`src/rtl/argmax_scan_counter_if.sv`:
```
// Control and count bus between the argmax FSM (master) and the scan sequencer (slave).
interface argmax_scan_counter_if #(
  parameter int unsigned FEATURE_ROWS = 6,
  parameter int unsigned FEATURE_COLS = 3
);
  localparam int unsigned ROW_W = (FEATURE_ROWS > 1) ? $clog2(FEATURE_ROWS) : 1;
  localparam int unsigned COL_W = (FEATURE_COLS > 1) ? $clog2(FEATURE_COLS) : 1;
  localparam int unsigned IDX_W = (FEATURE_ROWS * FEATURE_COLS > 1) ?
                                  $clog2(FEATURE_ROWS * FEATURE_COLS) : 1;

  logic             start;
  logic             stall;
  logic             abort;
  logic [ROW_W-1:0] row_count;
  logic [COL_W-1:0] col_count;
  logic [IDX_W-1:0] elem_index;
  logic             valid;
  logic             first_col;
  logic             last_col;
  logic             last_row;
  logic             busy;
  logic             done;

  modport master (
    output start, stall, abort,
    input  row_count, col_count, elem_index, valid,
           first_col, last_col, last_row, busy, done
  );

  modport slave (
    input  start, stall, abort,
    output row_count, col_count, elem_index, valid,
           first_col, last_col, last_row, busy, done
  );
endinterface

```
`src/rtl/argmax_scan_counter.sv`:
```
// Row x column scan sequencer for the argmax stage: start/stall/abort control,
// boundary flags and a linear element index, all driven from flops.
module argmax_scan_counter #(
  parameter int unsigned FEATURE_ROWS = 6,
  parameter int unsigned FEATURE_COLS = 3
) (
  input  logic                  clk,
  input  logic                  reset_n,
  argmax_scan_counter_if.slave  bus
);
  localparam int unsigned ROW_W = (FEATURE_ROWS > 1) ? $clog2(FEATURE_ROWS) : 1;
  localparam int unsigned COL_W = (FEATURE_COLS > 1) ? $clog2(FEATURE_COLS) : 1;
  localparam int unsigned IDX_W = (FEATURE_ROWS * FEATURE_COLS > 1) ?
                                  $clog2(FEATURE_ROWS * FEATURE_COLS) : 1;

  localparam logic [ROW_W-1:0] ROW_LAST = ROW_W'(FEATURE_ROWS - 1);
  localparam logic [COL_W-1:0] COL_LAST = COL_W'(FEATURE_COLS - 1);

  typedef enum logic [1:0] {
    IDLE = 2'd0,
    SCAN = 2'd1,
    DONE = 2'd2
  } state_t;

  state_t           state_q, state_d;
  logic [ROW_W-1:0] row_q, row_d;
  logic [COL_W-1:0] col_q, col_d;
  logic [IDX_W-1:0] idx_q, idx_d;
  logic             valid_q, valid_d;
  logic             first_col_q, first_col_d;
  logic             last_col_q, last_col_d;
  logic             last_row_q, last_row_d;
  logic             busy_q, busy_d;
  logic             done_q, done_d;

  // Next state and counts; flags are derived from the next values so they register alongside.
  always_comb begin
    state_d = state_q;
    row_d   = row_q;
    col_d   = col_q;
    idx_d   = idx_q;

    unique case (state_q)
      IDLE: begin
        row_d = '0;
        col_d = '0;
        idx_d = '0;
        if (bus.start && !bus.abort) begin
          state_d = SCAN;
        end
      end
      SCAN: begin
        if (bus.abort) begin
          state_d = IDLE;
          row_d   = '0;
          col_d   = '0;
          idx_d   = '0;
        end else if (!bus.stall) begin
          if (col_q == COL_LAST) begin
            if (row_q == ROW_LAST) begin
              state_d = DONE;
              row_d   = '0;
              col_d   = '0;
              idx_d   = '0;
            end else begin
              row_d = row_q + ROW_W'(1);
              col_d = '0;
              idx_d = idx_q + IDX_W'(1);
            end
          end else begin
            col_d = col_q + COL_W'(1);
            idx_d = idx_q + IDX_W'(1);
          end
        end
      end
      DONE: begin
        state_d = IDLE;
        row_d   = '0;
        col_d   = '0;
        idx_d   = '0;
      end
      default: begin
        state_d = IDLE;
        row_d   = '0;
        col_d   = '0;
        idx_d   = '0;
      end
    endcase

    valid_d     = (state_d == SCAN);
    first_col_d = valid_d && (col_d == '0);
    last_col_d  = valid_d && (col_d == COL_LAST);
    last_row_d  = valid_d && (row_d == ROW_LAST);
    busy_d      = (state_d != IDLE);
    done_d      = (state_d == DONE);
  end

  always_ff @(posedge clk or negedge reset_n) begin
    if (!reset_n) begin
      state_q     <= IDLE;
      row_q       <= '0;
      col_q       <= '0;
      idx_q       <= '0;
      valid_q     <= 1'b0;
      first_col_q <= 1'b0;
      last_col_q  <= 1'b0;
      last_row_q  <= 1'b0;
      busy_q      <= 1'b0;
      done_q      <= 1'b0;
    end else begin
      state_q     <= state_d;
      row_q       <= row_d;
      col_q       <= col_d;
      idx_q       <= idx_d;
      valid_q     <= valid_d;
      first_col_q <= first_col_d;
      last_col_q  <= last_col_d;
      last_row_q  <= last_row_d;
      busy_q      <= busy_d;
      done_q      <= done_d;
    end
  end

  assign bus.row_count  = row_q;
  assign bus.col_count  = col_q;
  assign bus.elem_index = idx_q;
  assign bus.valid      = valid_q;
  assign bus.first_col  = first_col_q;
  assign bus.last_col   = last_col_q;
  assign bus.last_row   = last_row_q;
  assign bus.busy       = busy_q;
  assign bus.done       = done_q;
endmodule
```
`src/flat_wrapper.sv`:
```
// flat-port wrapper written by rule: the top's interface ports become plain ports
module argmax_scan_counter_flat 
#(
  parameter int unsigned FEATURE_ROWS = 6,
  parameter int unsigned FEATURE_COLS = 3
)
  (clk, reset_n, bus_start, bus_stall, bus_abort, bus_row_count, bus_col_count, bus_elem_index, bus_valid, bus_first_col, bus_last_col, bus_last_row, bus_busy, bus_done);
  argmax_scan_counter_if #(.FEATURE_ROWS(FEATURE_ROWS), .FEATURE_COLS(FEATURE_COLS)) bus_i ();
  input  logic clk;
  input  logic reset_n;
  input wire logic [$bits(bus_i.start)-1:0] bus_start;
  input wire logic [$bits(bus_i.stall)-1:0] bus_stall;
  input wire logic [$bits(bus_i.abort)-1:0] bus_abort;
  output wire logic [$bits(bus_i.row_count)-1:0] bus_row_count;
  output wire logic [$bits(bus_i.col_count)-1:0] bus_col_count;
  output wire logic [$bits(bus_i.elem_index)-1:0] bus_elem_index;
  output wire logic [$bits(bus_i.valid)-1:0] bus_valid;
  output wire logic [$bits(bus_i.first_col)-1:0] bus_first_col;
  output wire logic [$bits(bus_i.last_col)-1:0] bus_last_col;
  output wire logic [$bits(bus_i.last_row)-1:0] bus_last_row;
  output wire logic [$bits(bus_i.busy)-1:0] bus_busy;
  output wire logic [$bits(bus_i.done)-1:0] bus_done;
  assign bus_i.start = bus_start;
  assign bus_i.stall = bus_stall;
  assign bus_i.abort = bus_abort;
  assign bus_row_count = bus_i.row_count;
  assign bus_col_count = bus_i.col_count;
  assign bus_elem_index = bus_i.elem_index;
  assign bus_valid = bus_i.valid;
  assign bus_first_col = bus_i.first_col;
  assign bus_last_col = bus_i.last_col;
  assign bus_last_row = bus_i.last_row;
  assign bus_busy = bus_i.busy;
  assign bus_done = bus_i.done;
  argmax_scan_counter #(.FEATURE_ROWS(FEATURE_ROWS), .FEATURE_COLS(FEATURE_COLS)) u_core (.clk(clk), .reset_n(reset_n), .bus(bus_i));
endmodule
```
`config.mk`:
```
export PLATFORM = sky130hd
export DESIGN_NAME = argmax_scan_counter_flat
export DESIGN_NICKNAME = d
export VERILOG_FILES = /design/src/rtl/argmax_scan_counter_if.sv /design/src/rtl/argmax_scan_counter.sv /design/src/flat_wrapper.sv
export SDC_FILE = /design/constraint.sdc
export NUM_CORES = 1
export LEC_CHECK = 0
export ABC_AREA = 1
export CAP_MARGIN = 40
export CORE_UTILIZATION = 46
export DETAILED_ROUTE_END_ITERATION = 8
export DONT_BUFFER_PORTS = 1
export PLACE_DENSITY = 0.68
export SYNTH_ARGS = -nofsm -noshare
export SYNTH_HDL_FRONTEND = slang
export SYNTH_SLANG_ARGS = --single-unit
```
`constraint.sdc`:
```
create_clock -name clk -period 2.82 [get_ports clk]
set_clock_uncertainty 0.2 [all_clocks]
set_input_delay 0.423 -clock clk [delete_from_list [all_inputs] [get_ports clk]]
set_output_delay 0.423 -clock clk [all_outputs]
set_load 0.01 [all_outputs]
```
==> flow_metrics.tcl <==
set metrics [dict create \
    outcome "completed" \
    start_util_pct 49.5 \
    rows 15 \
    clk_path_buf_depth 2 \
    hpwl_um 1050 \
    drtIter0Drc 7 \
    critPathKind "reg -> out" \
    core_area_um2 1750 \
    intPower_mw 0.368 \
    drtPass1Iterations 4 \
    p_seq_share_pct 58.2 \
    hp-start "bus_abort" \
    vdd_drop_max_v 0.000285 \
    cts.sink_count 18 \
    layout.nets 107 \
    path_clk_slew_ns 0.10 \
    period_needed_ns 1.44 \
    period_share_pct 51.0 \
    fillers 172 \
    synth_area_per_cell_um2 9.10 \
    clock_latency_ns 0.29 \
    routedWlPerCell_um 11.2 \
    grt_pass1_wl_um 2410 \
    vias 597 \
    crit_path_end_kind "output pin" \
    vias_per_cell 4.78 \
    ctsHtreeMaxLevel 1 \
    die_width_um 45.4 \
    antenna_found_initial 0 \
    synthToLayoutAreaGrowth_pct 8.97 \
    max_cap_viol_count 0 \
    ios 21 \
    setup_slack_ns 1.38 \
    grtUsageMet2_pct 22.6 \
    power.leakage_nw 0.478 \
    power_frac_comb_pct 10.4 \
    tightest_slew_ns 0.778 \
    power_switching_share_pct 25.4 \
    slew_headroom_pct 47.9 \
    crit_start "u_core.bus.row_count[2]" \
    postSynthNetCount 101 \
    ys_ff_latch 18 \
    p_switching_mw 0.125 \
    slew_viol_final 0 \
    grt_util_met3_pct 7.20 \
    crit_fanout 6 \
    clockPowerShare_pct 31.4 \
    crit_arrival_ns 0.82 \
    yosys_warnings 0 \
    min_path_type "in -> reg" \
    dieHeight_um 45.4 \
    antenna_cells 0 \
    grt_pass1_vias 570 \
    gp_congestion 0.868 \
    cts_setup_buffers 0 \
    cts_tree "built" \
    drt_wl_total_um 1400 \
    ctsHoldBuffers 1 \
    grt_max_degree 19 \
    final_common_cell "dfrtp_1" \
    power.density_nw_per_um2 523 \
    place_ws_ns 1.43 \
    grtUsageTotal_pct 17.4 \
    tns_ns 0 \
    fmax_ghz 0.695 \
    syn_inst 95 \
    die-area_um2 2060 \
    cts-resized-gates 0 \
    ys_types 20 \
    root_buffer "clkbuf_4" \
    busiest_layer "met1" \
    cts_buffers 3 \
    final_cell_mix "18 x dfrtp_1, 13 x inv_1, 11 x nand2_1" \
    rsz0062_at_grt "false" \
    met1_usage_pct 24.0 \
    reg2reg_from "u_core.bus.row_count[0]" \
    drc 0 \
    antenna_left 0 \
    yosysSeqAreaShare_pct 52.1 \
    startpoint_type "flip-flop" \
    drive_gt1_share_pct 26.0 \
    grt_overflow 0 \
    critPathRequiredTime_ns 2.20 \
    setup_viol 0 \
    portBuffers 0 \
    hold_viol 0 \
    synth_area_um2 865 \
    final_util_pct 54.0 \
]
## sequential cells by signal, indices dropped and copies added (netlist names)
signal	cells
u_core.bus.elem_index	5
u_core.bus.row_count	3
u_core.bus.col_count	2
u_core.state_q	2
u_core.bus.busy	1
u_core.bus.done	1
u_core.bus.first_col	1
u_core.bus.last_col	1
u_core.bus.last_row	1
u_core.bus.valid	1
## path summary, 6_finish.rpt
| check | slack (ns) | depth (start not counted) | end |
|---|---|---|---|
| setup / recovery | 1.38 | 0 | bus_row_count[2] |
| hold / removal | 0.12 | 3 | u_core.state_q[1] |
| setup reg to reg | 1.42 | 7 | u_core.bus.busy |
| hold reg to reg | 0.45 | 2 | u_core.bus.elem_index[0] |
| max in group asynchronous | 1.49 | 1 | u_core.bus.done |
| min in group asynchronous | 0.45 | 1 | u_core.bus.elem_index[1] |
## power by group through the flow
stage	clock, mW	sequential, mW	combinational, mW
after floorplan	0	0.291	0.0395
after global placement	0	0.292	0.0449
after detailed placement	0	0.293	0.0464
after CTS	0.163	0.287	0.0524
after global routing	0.177	0.290	0.0622
final	0.155	0.287	0.0511
## through the flow
stage,power [mW],instances,area [um^2],hold WS [ns]
floorplan,0.330,95,865,-0.0726
finish,0.493,125,942,0.122
detailed placement,0.339,120,896,-0.0721
global route,0.529,125,942,0.114
global placement,0.337,120,896,-0.0722
CTS,0.503,125,942,0.108
## kinds of logic after synthesis
family / after synthesis / share of synthesized area (%)
XOR/XNOR: 1 / 1.01
buffers and inverters: 20 / 8.68
adder cells (fa/ha/maj): 1 / 1.45
flip-flops: 18 / 52.1
AO/OA/AOI/OAI: 8 / 5.06
AND/OR/NAND/NOR: 47 / 31.7
## final cells by class
| cell class | instances | area, um^2 | share of cell area [%] |
|---|---|---|---|
| clock buffer | 4 | 36.3 | 3.85 |
| multi-input combinational | 57 | 339 | 36.0 |
| inverter | 20 | 75.1 | 7.97 |
| tap | 25 | 31.3 | 3.32 |
| sequential | 18 | 450 | 47.8 |
| timing repair buffer | 1 | 10.0 | 1.06 |
## cells in the mapped netlist
library cell / instances / share of area (%)
a21oi_1: 5 / 2.9
and3_2: 1 / 0.87
dfrtp_1: 18 / 52
ha_1: 1 / 1.4
inv_1: 13 / 5.6
inv_2: 7 / 3.0
nand2_1: 11 / 4.8
nand2_2: 4 / 2.9
nand2_4: 2 / 2.6
nand3_1: 4 / 2.3
nand4_1: 4 / 2.9
nand4_4: 1 / 2.5
nor2_1: 10 / 4.3
nor2_2: 4 / 2.9
nor2_4: 3 / 3.9
nor3_1: 3 / 1.7
o21ai_1: 1 / 0.58
o21bai_1: 1 / 0.87
o22ai_1: 1 / 0.72
xor2_1: 1 / 1.0
## routing by layer
layer,vias up,wire (um)
met5,-,0
met4,0,22
met3,2,87
met2,16,630
met1,268,661
li1,311,-
Note: power is estimated with default switching activity, not from simulation.
